[src/rtl/fetch_pkg.sv]
// Shared definitions for the prefetching instruction fetch front end.
//   NOP_INSTR     : instruction presented to decode when the queue is empty
//   fetch_entry_t : {pc, instr} pair as held in the prefetch queue (32-bit view)
//   fetch_state_t : memory-side request FSM states
package fetch_pkg;

  localparam logic [31:0] NOP_INSTR = 32'h0000_0013;

  typedef struct packed {
    logic [31:0] pc;
    logic [31:0] instr;
  } fetch_entry_t;

  typedef enum logic [0:0] {
    IDLE,
    WAIT
  } fetch_state_t;

endpackage

[src/rtl/fetch_queue_fifo.sv]
// Synchronous FIFO holding prefetched {pc, instr} entries.
// Ports:
//   clk, rst     : clock, asynchronous active-high reset
//   push, wdata  : enqueue (ignored when full)
//   pop          : dequeue head (ignored when empty)
//   flush        : drop all entries; overrides push and pop
//   rdata        : head entry (registered storage, no bypass)
//   count        : entries held; empty / full status
module fetch_queue_fifo #(
  parameter int unsigned DEPTH = 4,
  parameter int unsigned WIDTH = 64
) (
  input  logic                   clk,
  input  logic                   rst,
  input  logic                   push,
  input  logic [WIDTH-1:0]       wdata,
  input  logic                   pop,
  input  logic                   flush,
  output logic [WIDTH-1:0]       rdata,
  output logic [$clog2(DEPTH):0] count,
  output logic                   empty,
  output logic                   full
);

  localparam int unsigned IDX_W = $clog2(DEPTH);

  logic [WIDTH-1:0] mem_q [DEPTH];
  // Pointers carry one extra wrap bit so full and empty are distinguishable.
  logic [IDX_W:0]   wptr_q, rptr_q;
  logic             do_push, do_pop;

  assign count   = wptr_q - rptr_q;
  assign empty   = (wptr_q == rptr_q);
  assign full    = (count == (IDX_W + 1)'(DEPTH));
  assign do_push = push && !full && !flush;
  assign do_pop  = pop && !empty && !flush;
  assign rdata   = mem_q[rptr_q[IDX_W-1:0]];

  always_ff @(posedge clk or posedge rst) begin
    if (rst) begin
      wptr_q <= '0;
      rptr_q <= '0;
    end else if (flush) begin
      wptr_q <= '0;
      rptr_q <= '0;
    end else begin
      if (do_push) wptr_q <= wptr_q + 1'b1;
      if (do_pop)  rptr_q <= rptr_q + 1'b1;
    end
  end

  always_ff @(posedge clk) begin
    if (do_push) mem_q[wptr_q[IDX_W-1:0]] <= wdata;
  end

endmodule

[src/rtl/fetch_prefetch_queue.sv]
// Prefetching instruction fetch unit: issues sequential word reads (one outstanding),
// buffers {pc, instr} pairs in a DEPTH-entry queue and hands them to decode via
// valid/ready. A redirect flushes the queue and restarts fetch at redirect_pc.
// Ports:
//   clk, rst                     : clock, asynchronous active-high reset
//   imem_request/we_re/mask/addr : read request to instruction memory
//   imem_valid, imem_rdata       : response completing the outstanding request
//   redirect_valid, redirect_pc  : control-flow change from execute
//   if_valid, if_ready           : decode handshake on the queue head
//   if_instr, if_pc              : head entry (NOP / 0 when empty)
//   occupancy                    : entries currently queued
module fetch_prefetch_queue
  import fetch_pkg::*;
#(
  parameter int unsigned           ADDR_WIDTH  = 32,
  parameter int unsigned           INSTR_WIDTH = 32,
  parameter int unsigned           DEPTH       = 4,
  parameter logic [ADDR_WIDTH-1:0] RESET_PC    = '0
) (
  input  logic                   clk,
  input  logic                   rst,
  output logic                   imem_request,
  output logic                   imem_we_re,
  output logic [3:0]             imem_mask,
  output logic [ADDR_WIDTH-1:0]  imem_addr,
  input  logic                   imem_valid,
  input  logic [INSTR_WIDTH-1:0] imem_rdata,
  input  logic                   redirect_valid,
  input  logic [ADDR_WIDTH-1:0]  redirect_pc,
  output logic                   if_valid,
  input  logic                   if_ready,
  output logic [INSTR_WIDTH-1:0] if_instr,
  output logic [ADDR_WIDTH-1:0]  if_pc,
  output logic [$clog2(DEPTH):0] occupancy
);

  localparam int unsigned OCC_W = $clog2(DEPTH) + 1;
  localparam int unsigned ENT_W = ADDR_WIDTH + INSTR_WIDTH;
  localparam logic [OCC_W-1:0] DEPTH_CNT = OCC_W'(DEPTH);

  fetch_state_t          state_q, state_d;
  logic [ADDR_WIDTH-1:0] addr_q, addr_d;
  logic [ADDR_WIDTH-1:0] fetch_pc_q, fetch_pc_d;
  logic                  drop_q, drop_d;
  logic                  push, pop, flush;
  logic                  empty, full;
  logic [ENT_W-1:0]      head;

  fetch_queue_fifo #(
    .DEPTH (DEPTH),
    .WIDTH (ENT_W)
  ) u_queue (
    .clk   (clk),
    .rst   (rst),
    .push  (push),
    .wdata ({imem_addr, imem_rdata}),
    .pop   (pop),
    .flush (flush),
    .rdata (head),
    .count (occupancy),
    .empty (empty),
    .full  (full)
  );

  assign imem_request = (state_q == WAIT);
  assign imem_addr    = addr_q;
  assign imem_we_re   = 1'b0;
  assign imem_mask    = 4'b1111;

  assign if_valid = !empty;
  assign if_pc    = empty ? '0 : head[ENT_W-1 -: ADDR_WIDTH];
  assign if_instr = empty ? INSTR_WIDTH'(NOP_INSTR) : head[INSTR_WIDTH-1:0];

  // In WAIT, fetch_pc equals imem_addr unless a redirect retargeted it; it only
  // advances when a kept response completes.
  always_comb begin
    state_d    = state_q;
    addr_d     = addr_q;
    fetch_pc_d = fetch_pc_q;
    drop_d     = drop_q;
    push       = 1'b0;
    pop        = 1'b0;
    flush      = 1'b0;
    if (redirect_valid) begin
      flush      = 1'b1;
      fetch_pc_d = redirect_pc;
      if (state_q == WAIT && !imem_valid) begin
        // Request stays on the bus; its response must be thrown away.
        drop_d = 1'b1;
      end else begin
        // Queue is flushed, so there is always room to start the new stream.
        state_d = WAIT;
        addr_d  = redirect_pc;
        drop_d  = 1'b0;
      end
    end else begin
      pop = if_valid && if_ready;
      unique case (state_q)
        IDLE: begin
          if (occupancy < DEPTH_CNT) begin
            state_d = WAIT;
            addr_d  = fetch_pc_q;
          end
        end
        WAIT: begin
          if (imem_valid) begin
            if (drop_q) begin
              drop_d = 1'b0;
              if (occupancy < DEPTH_CNT) begin
                addr_d = fetch_pc_q;
              end else begin
                state_d = IDLE;
              end
            end else begin
              push       = 1'b1;
              fetch_pc_d = fetch_pc_q + ADDR_WIDTH'(4);
              // Space check counts the entry being pushed this cycle.
              if ((occupancy + OCC_W'(1)) < DEPTH_CNT) begin
                addr_d = fetch_pc_q + ADDR_WIDTH'(4);
              end else begin
                state_d = IDLE;
              end
            end
          end
        end
        default: state_d = IDLE;
      endcase
    end
  end

  always_ff @(posedge clk or posedge rst) begin
    if (rst) begin
      state_q    <= IDLE;
      addr_q     <= RESET_PC;
      fetch_pc_q <= RESET_PC;
      drop_q     <= 1'b0;
    end else begin
      state_q    <= state_d;
      addr_q     <= addr_d;
      fetch_pc_q <= fetch_pc_d;
      drop_q     <= drop_d;
    end
  end

endmodule

[config.mk]
export PLATFORM = sky130hd
export DESIGN_NAME = fetch_prefetch_queue
export DESIGN_NICKNAME = d
export VERILOG_FILES = /design/src/rtl/fetch_pkg.sv /design/src/rtl/fetch_queue_fifo.sv /design/src/rtl/fetch_prefetch_queue.sv
export SDC_FILE = /design/constraint.sdc
export NUM_CORES = 1
export LEC_CHECK = 0
export BUFFER_PORTS_ARGS = -buffer_cell sky130_fd_sc_hd__clkbuf_2
export CORE_MARGIN = 5
export CORE_UTILIZATION = 50
export CTS_CLUSTER_SIZE = 40
export DETAILED_ROUTE_END_ITERATION = 10
export PLACE_DENSITY = 0.78
export SETUP_SLACK_MARGIN = 0.05
export SLEW_MARGIN = 15
export SYNTH_ARGS = -nofsm -noshare
export SYNTH_HDL_FRONTEND = slang
export SYNTH_SLANG_ARGS = --single-unit
[constraint.sdc]
create_clock -name clk -period 6.7 [get_ports clk]
set_clock_uncertainty 0.2 [all_clocks]
set_input_delay 1.005 -clock clk [delete_from_list [all_inputs] [get_ports clk]]
set_output_delay 1.005 -clock clk [all_outputs]
set_load 0.02 [all_outputs]
-- Word-level counts from Yosys, hierarchy flattened
Memory sizes are Yosys's and may differ from the RTL's.
Cells that the tools add are included.
- add/subtract/negate cells: 5
- $lt $le $gt $ge: 2
- eq/ne operators: 6
- mux-type cells: 36
- bitwise gates (word level): 1
- reductions and logical operators: 17
- operators with widths (kind ; count):
    $mux W32 ; 12
    $pmux W32 S2 ; 1
    $add A32 B3 Y32 const B ; 1
    $mux W1 ; 18
    $mux W3 ; 4
    $add A3 B1 Y3 const B ; 3
    $reduce_bool A2 Y1 ; 4
    $logic_and A1 B1 Y1 ; 6
    $lt A3 B3 Y1 const B ; 2
    $reduce_and A3 Y1 ; 2
    $logic_not A1 Y1 ; 4
    $ne A2 B2 Y1 const B ; 2
    $ne A4 B2 Y1 const B ; 1
    $eq A3 B3 Y1 ; 1
    $eq A3 B3 Y1 const B ; 1
    $ne A3 B3 Y1 const B ; 1
    $sub A3 B3 Y3 ; 1
    $pmux W1 S2 ; 1
    $reduce_and A2 Y1 ; 1
    $not A1 Y1 ; 1
- flip-flop bits (word level): 72
- memory bits (writable): 256
- bits of input ports: 69
- output and inout bits: 106
- memories kept: 1
- memories (name ; depth ; bits a word ; rd ports ; clocked after memory_dff ; wr ports ; line ; text):
    u_queue.mem_q ; 4 ; 64 ; 1 ; 0 ; 1 ; fetch_queue_fifo.sv:27 ; logic [WIDTH-1:0] mem_q [DEPTH];

-- Depth between registers and ports, before layout
Gate-level depths: netlist of the first run.
- word-level depth: 8
- gate-level depth with buffers: 10
- mapped depth without buffers: 9

-- By module
A second synthesis of the first run with hierarchy kept.
- cells, all modules: 967
- area total of the unflattened synthesis: 14405.1 um^2
- by module, submodules not included (module ; times used ; cells each ; area each (um^2)):
    fetch_queue_fifo ; 1 ; 383 ; 9671.8
    fetch_prefetch_queue ; 1 ; 584 ; 4733.3

-- Worst setup path before layout of the first run
No wires, ideal clock.
- path kind: flip-flop to flip-flop
- start: register u_queue.wptr_q[0]
- end: memory u_queue.mem_q[3][0], enable pin
- setup time: 430 ps
- arrival: 3379 ps
- data required time: 6070 ps
- path slack: 2690 ps
- cell stages (with the launch flop): 8
- path buffers: 0
- period minus slack after synthesis: 4010 ps
- cells stage by stage: dfrtp_1 inv_1 ha_1 fa_1 xnor3_2 inv_4 a311oi_4 and2_1
- word-level cells in the longest chain between the ends: 7
- ends and longest elaborated chain (element ; line ; text):
    from (decl) ; fetch_queue_fifo.sv:29 ; logic [IDX_W:0] wptr_q, rptr_q;
    from (signal assigned) ; fetch_queue_fifo.sv:47 ; if (do_push) wptr_q <= wptr_q + 1'b1;
    $sub A3 B3 Y3 ; fetch_queue_fifo.sv:32 ; assign count = wptr_q - rptr_q;
    $eq A3 B3 Y1 ; fetch_queue_fifo.sv:34 ; assign full = (count == (IDX_W + 1)'(DEPTH));
    $logic_not A1 Y1 ; fetch_queue_fifo.sv:35 ; assign do_push = push && !full && !flush;
    $logic_and A1 B1 Y1 (2 in series) ; fetch_queue_fifo.sv:35 ;
    $mux W1 ; fetch_queue_fifo.sv:53 ; if (do_push) mem_q[wptr_q[IDX_W-1:0]] <= wdata;
    $mux W1 (implied by the code) ; fetch_queue_fifo.sv:53 ;
    to (decl) ; fetch_queue_fifo.sv:27 ;
Several ways; a longest one is shown, not always the timed one.

-- Worst setup path in the final report of the first run
- start: register u_queue.rptr_q[1]
- end: output if_pc[7]
- word-level cells in the longest chain between the ends: 2
- ends and longest elaborated chain (element ; line ; text):
    from (decl) ; fetch_queue_fifo.sv:29 ;
    from (signal assigned) ; fetch_queue_fifo.sv:48 ; if (do_pop) rptr_q <= rptr_q + 1'b1;
    $mem_v2 Z4 W64 or $eq A3 B3 Y1 (tied branches) ; -- ;
    $mux W32 (*) ; fetch_prefetch_queue.sv:71 ; assign if_pc = empty ? '0 : head[ENT_W-1 -: ADDR_WIDTH];
    to (decl) ; fetch_prefetch_queue.sv:33 ; output logic [ADDR_WIDTH-1:0] if_pc,
Mark *: on every way between the ends. The rest lies on a longest branch, timed or not.

==> impl_results.md, run 1 <==
* Status: completed
* Minimum clock period at 4.53 ns
* Slew HR at 31.1%
* FMAX at 221 MHz
* Root Buffer Master: clkbuf_16
* Lkg Pwr at 0.00600 uW
* Final ANT Viol Nets at 0
* Fin. max-slew vios at 0
* Critical R2R Launch: u_queue.rptr_q[0]
* DRC at 0
* Setup violators final at 0
* Maximum vdd drop at 0.207 mV
* H-Tree Depth at 2
* Largest net degree at the start of global routing at 73
* Post-synth EDFFs at 256
* Drt initial violations at 766
* Hold Path Depth at 1
* First-pass GRT wire length at 51800 um
* Gr ovfl total at 0
* Hold crit path type: reg2reg
* Post-cts gate resize count at 0
* Post-DP HPWL at 20600 um
* Routed vias/inst at 5.77
* Hold_sp: fetch_pc_q[0]
* Wire length per cell at 21.3 um
* Nets at 1204
* Worst-Margin Slew at 1.03 ns
* Final period util at 67.7%
* Placer Congestion at 0.867
* Unrepaired setup endpoints after global routing: no
* Worst-Skew Late Latency at 0.50 ns
* WP data arrival at 3.33 ns
* Worst setup SP type: register
* Final hold violations at 0
* Largest family of logic cells by synthesized area: multiplexers
* Vias in the first global route at 8916
* Worst Hold End: fetch_pc_q[0]
* Synthesized flop and latch total at 328
* Adder-cell share of the synthesized area at 0.826%
* DIE AREA at 0.0326 mm^2
* Hold_buf cts at 0
* Layout cells sized above 1 at 29.0%
* Critical path endpoint category: output pin
* Final Core Density at 58.5%
* Compound-Gate Fraction of Synth Area at 6.65%
* Setup TNS Final at 0 ns
* Register area share after synthesis at 65.3%
* Total wire length at 32700 um
* Synth async-reset ratio at 22.0%
* I/O pins at 175
* Synth Flop Type: edfxtp_1
* # port buffers at 169
* Post-Synth XOR/XNOR Area at 2.69%
* Num CTS Buffers at 35
* Drt pass-1 iters at 5
* Area Growth Syn to Fin at 15.5%
* CP Class: reg2out
* Post-synthesis mux area share at 11.0%
* Core Area at 0.0287 mm^2
* WP data required at 5.49 ns
* Die height at 181 um
* Worst-path clk slew at 0.06 ns
* Vias at 8864
* Worst R2R Setup Slack at 2.26 ns
* CTS sink count at 328
* Initial antenna violation count at 0
* Power Density at 414 mW/mm^2
* Die W at 181 um
* Starting density of the core at 50.6%
* Max-Cap Viols at 0
* Mapped Area at 0.0145 mm^2
* Max clock buf depth at 3
* Syn Inst Count at 981
* GRT Util Overall at 20.0%
* Synth warnings at 0
* Cell Rows at 62
* CTS tree: yes
* Yosys cell types at 77
* Reg2reg end: u_queue.mem_q[3][5]
* Postcts setup bufs at 0
* Worst R2R Path Depth at 6
* Mapped Avg Cell Area at 14.8 um^2
* Critical Path Fanout Max at 68
* Simple-Gate Fraction of Synth Area at 10.9%
[flip-flops by register name (all words and copies together), names as in the netlist]
register,count
u_queue.mem_q,256
fetch_pc_q,32
imem_addr,32
u_queue.rptr_q,3
u_queue.wptr_q,3
drop_q,1
imem_request,1
[critical path: stages (launching register included)]
cell      delay [ns]
dfrtp_4         1.07
inv_1           0.10
ha_1            0.31
and3_1          0.20
inv_2           0.69
and2_1          0.25
clkbuf_2        0.17
[stage by stage]
step	instances	total power [uW]	hold slack, ns	area, um^2	worst slack, ns
floorplan	984	4340	0.274	14500	2.69
finish	1536	6960	0.300	16800	2.17
detailed placement	1473	5100	0.289	15600	2.25
CTS	1535	7030	0.302	16800	2.05
global route	1535	7320	0.309	16800	1.82
global placement	1473	5040	0.285	15600	2.33
[power by group]
| group | internal, uW | total [uW] | switching [uW] |
|---|---|---|---|
| sequential | 2570 | 2890 | 323 |
| combinational | 804 | 2140 | 1340 |
| clock | 1180 | 1920 | 746 |
[synth_stat cells (23+ instances only)]
cell type  number  share of area [%]
edfxtp_1      256                 53
nor2_1         73                1.9
dfrtp_1        72                 12
and2_1         66                2.8
mux4_2         64                9.9
nand2_1        61                1.6
o21ai_0        36                1.2
clkbuf_1       30               0.77
buf_2          27               0.93
xnor2_1        26                1.6
nor3_1         25               0.86
a21oi_1        23               0.79
[layer usage]
| metal | part of all wire (%) | track usage (%) | up-vias |
|---|---|---|---|
| met5 | 0 | 0 | - |
| met2 | 49 | 32.1 | 371 |
| met1 | 42 | 28.8 | 4425 |
| met3 | 7.3 | 3.90 | 46 |
| met4 | 1.5 | 4.45 | 0 |
| li1 | - | - | 4022 |
[worst max path at each step]
stage,cells after the start,endpoint,from
after floorplan,7,u_queue.mem_q[3][0],u_queue.wptr_q[0]
after global placement,8,u_queue.wptr_q[2],u_queue.rptr_q[0]
after detailed placement,6,u_queue.mem_q[1][48],u_queue.rptr_q[0]
after CTS,6,if_pc[17],u_queue.rptr_q[1]
after global routing,6,if_pc[5],u_queue.rptr_q[1]
final,6,if_pc[7],u_queue.rptr_q[1]
[cells in the final DEF (no fill, tap or decap), types with 6 or more instances in the layout]
cell type | synthesis | layout
mux2i_1 | 7 | 7
xor2_1 | 11 | 11
nand3_1 | 20 | 20
inv_1 | 12 | 10
clkbuf_16 | 0 | 37
dfrtp_1 | 72 | 70
o21ai_1 | 13 | 13
nand4_1 | 8 | 8
and4_1 | 8 | 8
mux2_2 | 6 | 6
a31oi_1 | 15 | 15
o311a_1 | 6 | 6
nand2_1 | 61 | 61
nor2_1 | 73 | 73
xnor2_1 | 26 | 26
and2_1 | 66 | 62
buf_4 | 5 | 6
ha_1 | 8 | 8
nor3_1 | 25 | 25
o21ai_0 | 36 | 36
edfxtp_1 | 256 | 256
clkbuf_2 | 0 | 169
a211oi_1 | 7 | 7
a21oi_1 | 23 | 22
mux4_2 | 64 | 64
[layout make-up]
cell class	count	area, um^2
Fill cell	2248	11900
Sequential cell	328	9500
Multi-Input combinational cell	572	4700
Clock buffer	47	1010
Timing Repair Buffer	175	891
Tap cell	384	480
Clock inverter	15	153
Inverter	14	55.1
Antenna cell	1	2.50
[logic make-up (layout without fill, tap and decap cells)]
group | count (synthesis) | count (layout)
AOI/OAI and AO/OA | 141 | 141
buffers and inverters | 84 | 251
muxes | 78 | 78
other | 2 | 6
adders and majority gates | 9 | 9
and+or+nand+nor | 299 | 299
xor gates and xnor gates | 40 | 40
DFF | 328 | 328
Power figures use the tool's default switching activity.
==> inputs of run 2 (changes only) <==
--- a/config.mk
+++ b/config.mk
@@ -10,7 +10,7 @@
 export CORE_UTILIZATION = 50
 export CTS_CLUSTER_SIZE = 40
 export DETAILED_ROUTE_END_ITERATION = 10
-export PLACE_DENSITY = 0.78
+export PLACE_DENSITY = 0.81
 export SETUP_SLACK_MARGIN = 0.05
 export SLEW_MARGIN = 15
 export SYNTH_ARGS = -nofsm -noshare
==> constraint.sdc (replaced) <==
create_clock -name clk -period 3.7 [get_ports clk]
set_clock_uncertainty 0.2 [all_clocks]
set_input_delay 0.555 -clock clk [delete_from_list [all_inputs] [get_ports clk]]
set_output_delay 0.555 -clock clk [all_outputs]
set_load 0.02 [all_outputs]
==> run 2 against run 1 <==
Against the previous run: total power increased by 82%; highest routed layer unchanged; non-clock buffer count increased by 21; via count increased by 3.6%; largest cell class unchanged.
==> impl_results.md, run 2 (synthesis gave the netlist of run 1 again) <==
* Worst R2R Setup Slack at 0.50 ns (-1.76 ns)
* Commonest non-fill, non-tap cells in the layout: edfxtp_1, clkbuf_2, nor2_1
* Largest net degree at the start of global routing at 67 (-8.2%)
* I/O pins at 175 (unchanged)
* Worst setup SP type: register
* H-Tree Depth at 2 (unchanged)
* Switching power at 4480 uW (+86%)
* WP data arrival at 2.64 ns (-0.69 ns)
* Total wire length at 34300 um (+4.9%)
* DIE AREA at 0.0326 mm^2 (unchanged)
* Post-DP HPWL at 22600 um (+9.3%)
* Worst-Margin Slew at 0.858 ns (-0.173 ns)
* Worst-path clk slew at 0.06 ns (about the same)
* Die W at 181 um (unchanged)
* DRC at 0 (unchanged)
* Initial antenna violation count at 0 (unchanged)
* Vias in the first global route at 9253 (+3.8%)
* FMAX at 294 MHz
* Post-cts gate resize count at 0 (unchanged)
* Nets at 1225 (+1.7%)
* Minimum clock period at 3.40 ns
* Max reg flops at 256 (unchanged)
* CTS sink count at 328 (unchanged)
* Switch share at 35.3% (+0.68 points)
* Die height at 181 um (unchanged)
* Final Core Density at 59.1% (+0.65 points)
* Worst-Skew Late Latency at 0.52 ns (+0.02 ns)
* Root Buffer Master: clkbuf_16
* CTS tree: yes
* First-pass GRT wire length at 53600 um (+3.3%)
* P_int at 8210 uW (+81%)
* GRT Util Overall at 20.8% (+0.77 points)
* Max clock buf depth at 3 (unchanged)
* Maximum vdd drop at 0.320 mV (+55%)
* Hold_buf cts at 0 (unchanged)
* Clock power share at 26.6% (-1.0 points)
* Worst R2R Path Depth at 8 (+2)
* Area post-placement at 0.0159 mm^2 (+1.5%)
* Drt pass-1 iters at 5 (unchanged)
* Placed cell count at 1494 (+1.4%)
* Critical Path Fanout Max at 54 (-21%)
* Fin. max-slew vios at 0 (unchanged)
* Placer Congestion at 0.905 (+4.4%)
* Final hold violations at 0 (unchanged)
* Critical R2R Launch: u_queue.rptr_q[1]
* Reg2reg end: imem_addr[31]
* Status: completed
* Wire length per cell at 22.0 um (+3.5%)
* Vias at 9182 (+3.6%)
* Combinational Power Share at 32.5% (+1.7 points)
* Lkg Pwr at 0.00610 uW (+1.7%)
* Layout cells sized above 1 at 30.0% (+1.0 points)
* Final-layout fill cell count at 2224 (-1.1%)
* # port buffers at 169 (unchanged)
* WP data required at 2.94 ns (-2.55 ns)
* Routed vias/inst at 5.90 (+2.3%)
* Sequential share of power at 40.8% (-0.8 points)
* Final period util at 91.8%
* Slew HR at 42.7% (+12 points)
* Drt initial violations at 868 (+13%)
* Core Area at 0.0287 mm^2 (unchanged)
* Hold slack final at 0.00792 ns (-0.292 ns)
* Starting density of the core at 50.6% (unchanged)
* Area Growth Syn to Fin at 16.8%
* Max-Cap Viols at 0 (unchanged)
* Postcts setup bufs at 0 (unchanged)
* Setup violators final at 0 (unchanged)
* Hold crit path type: in2async
* CP Class: reg2out
* Finished Layout Cells at 1556 (+1.3%)
* Critical path endpoint category: output pin
* Ant diodes at 0 (-1)
* Final ANT Viol Nets at 0 (unchanged)
* Most common cell after layout, fill and taps aside: edfxtp_1
* Cell Rows at 62 (unchanged)
* Cell area after layout at 0.0170 mm^2 (+1.1%)
* Gr ovfl total at 0 (unchanged)
* Num CTS Buffers at 35 (unchanged)
* Unrepaired setup endpoints after global routing: no
* Setup TNS Final at 0 ns (unchanged)
* Power Density at 748 mW/mm^2 (+80%)
run 2: final cells by class:
type / count / area (um^2) / share of cell area, %
repair buffers: 196 / 1140 / 6.69
clock inverters: 19 / 179 / 1.05
inverters: 14 / 55.1 / 0.324
well taps: 384 / 480 / 2.83
multi-input cells: 572 / 4690 / 27.6
clock buffers: 43 / 937 / 5.52
flip-flops and latches: 328 / 9500 / 56.0
run 2: metrics by stage:
step           setup slack, ns  power [uW]
2_1_floorplan            0.391        7860
6_report                 0.304       12700
5_1_grt                  0.172       13300
3_5_place_dp             0.531        9420
3_3_place_gp             0.578        9330
4_1_cts                  0.274       12800
run 2: power groups by stage:
stage | combinational, uW | sequential [uW] | clock (uW)
3_5_place_dp | 4170 | 5250 | 0
4_1_cts | 4200 | 5180 | 3440
5_1_grt | 4450 | 5240 | 3610
3_3_place_gp | 4110 | 5220 | 0
2_1_floorplan | 2640 | 5220 | 0
6_report | 4130 | 5180 | 3380
run 2: how the worst max path moves through the flow:
stage,from,to,slack (ns),cells past startpoint
finish,u_queue.rptr_q[1],if_instr[17],0.30,7
global route,u_queue.rptr_q[1],if_pc[31],0.17,7
CTS,u_queue.rptr_q[1],if_instr[2],0.27,7
detailed placement,u_queue.rptr_q[1],imem_addr[26],0.53,8
global placement,u_queue.rptr_q[1],imem_addr[25],0.58,8
floorplan,u_queue.wptr_q[0],u_queue.mem_q[3][0],0.39,7
run 2: worst max-delay path: stages, from the launching register on:
cell,delay [ns]
dfrtp_4,0.63
inv_1,0.08
ha_1,0.29
and3_1,0.24
inv_2,0.22
buf_12,0.24
and2_1,0.20
clkbuf_2,0.18
run 2: per-layer routing:
layer / track usage, % / up-vias / share of wire [%]
met5: 0 / - / 0
met4: 4.81 / 0 / 1.9
met3: 4.08 / 47 / 7.5
met2: 33.8 / 380 / 49
met1: 29.4 / 4670 / 42
li1: - / 4085 / -
==> inputs of run 3 (changes only) <==
--- a/config.mk
+++ b/config.mk
@@ -10,7 +10,7 @@
 export CORE_UTILIZATION = 50
 export CTS_CLUSTER_SIZE = 40
 export DETAILED_ROUTE_END_ITERATION = 10
-export PLACE_DENSITY = 0.81
+export PLACE_DENSITY = 0.84
 export SETUP_SLACK_MARGIN = 0.05
 export SLEW_MARGIN = 15
 export SYNTH_ARGS = -nofsm -noshare
==> run 3 against run 2 <==
Against the previous run: register-to-register slack is essentially flat; worst hold slack gained 0.035 ns; highest routed layer unchanged; count of clock-buffer cells in the layout grew 7; critical endpoint is now if_instr[1].
==> impl_results.md, run 3 (synthesis gave the netlist of run 1 again) <==
* Placer Congestion at 0.897 (-0.91%)
* GRT Util Overall at 20.6% (-0.16 points)
* Maximum vdd drop at 0.405 mV (+27%)
* Worst setup SP type: register
* Die height at 181 um (unchanged)
* Max-Cap Viols at 0 (unchanged)
* Ant diodes at 0 (unchanged)
* FMAX at 292 MHz (-0.93%)
* Post-DP HPWL at 22400 um (-0.52%)
* CP Class: reg2out
* Routed vias/inst at 5.91 (+0.20%)
* DIE AREA at 0.0326 mm^2 (unchanged)
* Final-layout fill cell count at 2204 (-0.90%)
* CTS sink count at 328 (unchanged)
* Highest cell delay on the worst timing path at 0.66 ns (+0.03 ns)
* Vias at 9200 (+0.20%)
* Nets at 1224 (-0.082%)
* Worst-Skew Late Latency at 0.51 ns (about the same)
* Postcts setup bufs at 0 (unchanged)
* Root Buffer Master: clkbuf_16
* Gr ovfl total at 0 (unchanged)
* Vias in the first global route at 9050 (-2.2%)
* Setup violators final at 0 (unchanged)
* Area Growth Syn to Fin at 16.4%
* CTS tree: yes
* Core Area at 0.0287 mm^2 (unchanged)
* Setup TNS Final at 0 ns (unchanged)
* Wire length per cell at 22.1 um (+0.39%)
* Die W at 181 um (unchanged)
* # port buffers at 169 (unchanged)
* Fin. max-slew vios at 0 (unchanged)
* Initial antenna violation count at 0 (unchanged)
* Critical path endpoint category: output pin
* Worst-Margin Slew at 0.870 ns (+0.0115 ns)
* Hold_buf cts at 0 (unchanged)
* Unrepaired setup endpoints after global routing: no
* Most common cell after layout, fill and taps aside: edfxtp_1
* Drt initial violations at 1092 (+26%)
* WP data required at 2.94 ns (about the same)
* Final hold violations at 0 (unchanged)
* Power Density at 745 mW/mm^2 (-0.34%)
* Cell Rows at 62 (unchanged)
* Drt pass-1 iters at 5 (unchanged)
* DRC at 0 (unchanged)
* Num CTS Buffers at 35 (unchanged)
* First-pass GRT wire length at 53100 um (-0.85%)
* Hold crit path type: in2async
* H-Tree Depth at 2 (unchanged)
* Largest net degree at the start of global routing at 67 (unchanged)
* Cell area after layout at 0.0169 mm^2 (-0.32%)
* Lkg Pwr at 0.00608 uW (-0.34%)
* Max reg flops at 256 (unchanged)
* Slew HR at 41.9% (-0.77 points)
* Area post-placement at 0.0158 mm^2 (-0.13%)
* Max clock buf depth at 3 (unchanged)
* I/O pins at 175 (unchanged)
* Minimum clock period at 3.43 ns (+0.0317 ns)
* Status: completed
* Post-cts gate resize count at 0 (unchanged)
* Worst-path clk slew at 0.06 ns (about the same)
* WP data arrival at 2.67 ns (+0.03 ns)
* Slowest library cell on the worst path: buf_4
* Commonest non-fill, non-tap cells in the layout: edfxtp_1, clkbuf_2, nor2_1
* Final ANT Viol Nets at 0 (unchanged)
* Final period util at 92.6% (+0.86 points)
* Starting density of the core at 50.6% (unchanged)
* Total wire length at 34400 um (+0.39%)
* Crit-path cells: buf_4 -> mux4_2 -> or2_2 -> clkbuf_2
* Layout cells sized above 1 at 29.8% (-0.26 points)
* Critical Path Fanout Max at 51 (-5.6%)
[run 3: cell types whose count changed in the layout (fill, tap and decap cells not counted), sizes merged]
cell | previous run | this run
clkbuf | 212 | 219
bufinv | 3 | 1
clkinv | 14 | 12
buf | 27 | 26
clkinvlp | 1 | 0
inv | 15 | 14
[run 3: final cells by class]
class | instances | area (um^2) | share of cell area (%)
Clock inverter | 13 | 87.6 | 0.518
Tap cell | 384 | 480 | 2.84
Multi-Input combinational cell | 572 | 4690 | 27.7
Sequential cell | 328 | 9500 | 56.1
Clock buffer | 50 | 995 | 5.88
Timing Repair Buffer | 195 | 1120 | 6.60
Inverter | 14 | 55.1 | 0.325
[run 3: metrics by stage]
| stage | worst slack [ns] | hold slack (ns) | std cells | total power (uW) | util [%] |
|---|---|---|---|---|---|
| after floorplan | 0.391 | 0.274 | 984 | 7860 | - |
| after global placement | 0.644 | 0.285 | 1493 | 9310 | 55.2 |
| after detailed placement | 0.558 | 0.301 | 1493 | 9410 | 55.2 |
| after CTS | 0.239 | 0.0440 | 1556 | 12700 | 58.9 |
| after global routing | 0.181 | 0.0667 | 1556 | 13200 | 58.9 |
| final | 0.273 | 0.0425 | 1556 | 12600 | 58.9 |
[run 3: critical path: cells and delay by family (launching register included)]
family | cells | cell delay, ns
muxes | 1 | 0.43
buffers and inverters | 2 | 0.82
and+or+nand+nor | 1 | 0.29
DFF | 1 | 0.59
[run 3: worst paths after layout]
kind / from / slack [ns] / end / cells after the start
setup / recovery: u_queue.rptr_q[1] / 0.27 / if_instr[1] / 4
hold / removal: rst / 0.04 / imem_request / 2
setup reg to reg: u_queue.rptr_q[0] / 0.50 / imem_addr[12] / 8
hold reg to reg: fetch_pc_q[1] / 0.31 / fetch_pc_q[1] / 1
max in group asynchronous: rst / 2.43 / imem_addr[24] / 3
min in group clk: imem_rdata[17] / 0.07 / u_queue.mem_q[1][17] / 1
[run 3: metal layers]
layer  global-route usage, %  share of wire [%]  vias up  routed length (um)
li1                        -                  -     4064                   -
met1                    29.7                 41     4583               14100
met2                    32.7                 48      503               16500
met3                    4.70                9.4       50                3230
met4                    4.23                1.8        0                 617
met5                       0                  0        -                   0
[run 3: power by group]
part	internal (uW)	leakage, uW	switching (uW)	total [uW]
combinational	1550	0.00238	2590	4140
sequential	4650	0.00317	536	5180
clock	1940	0.000533	1340	3290
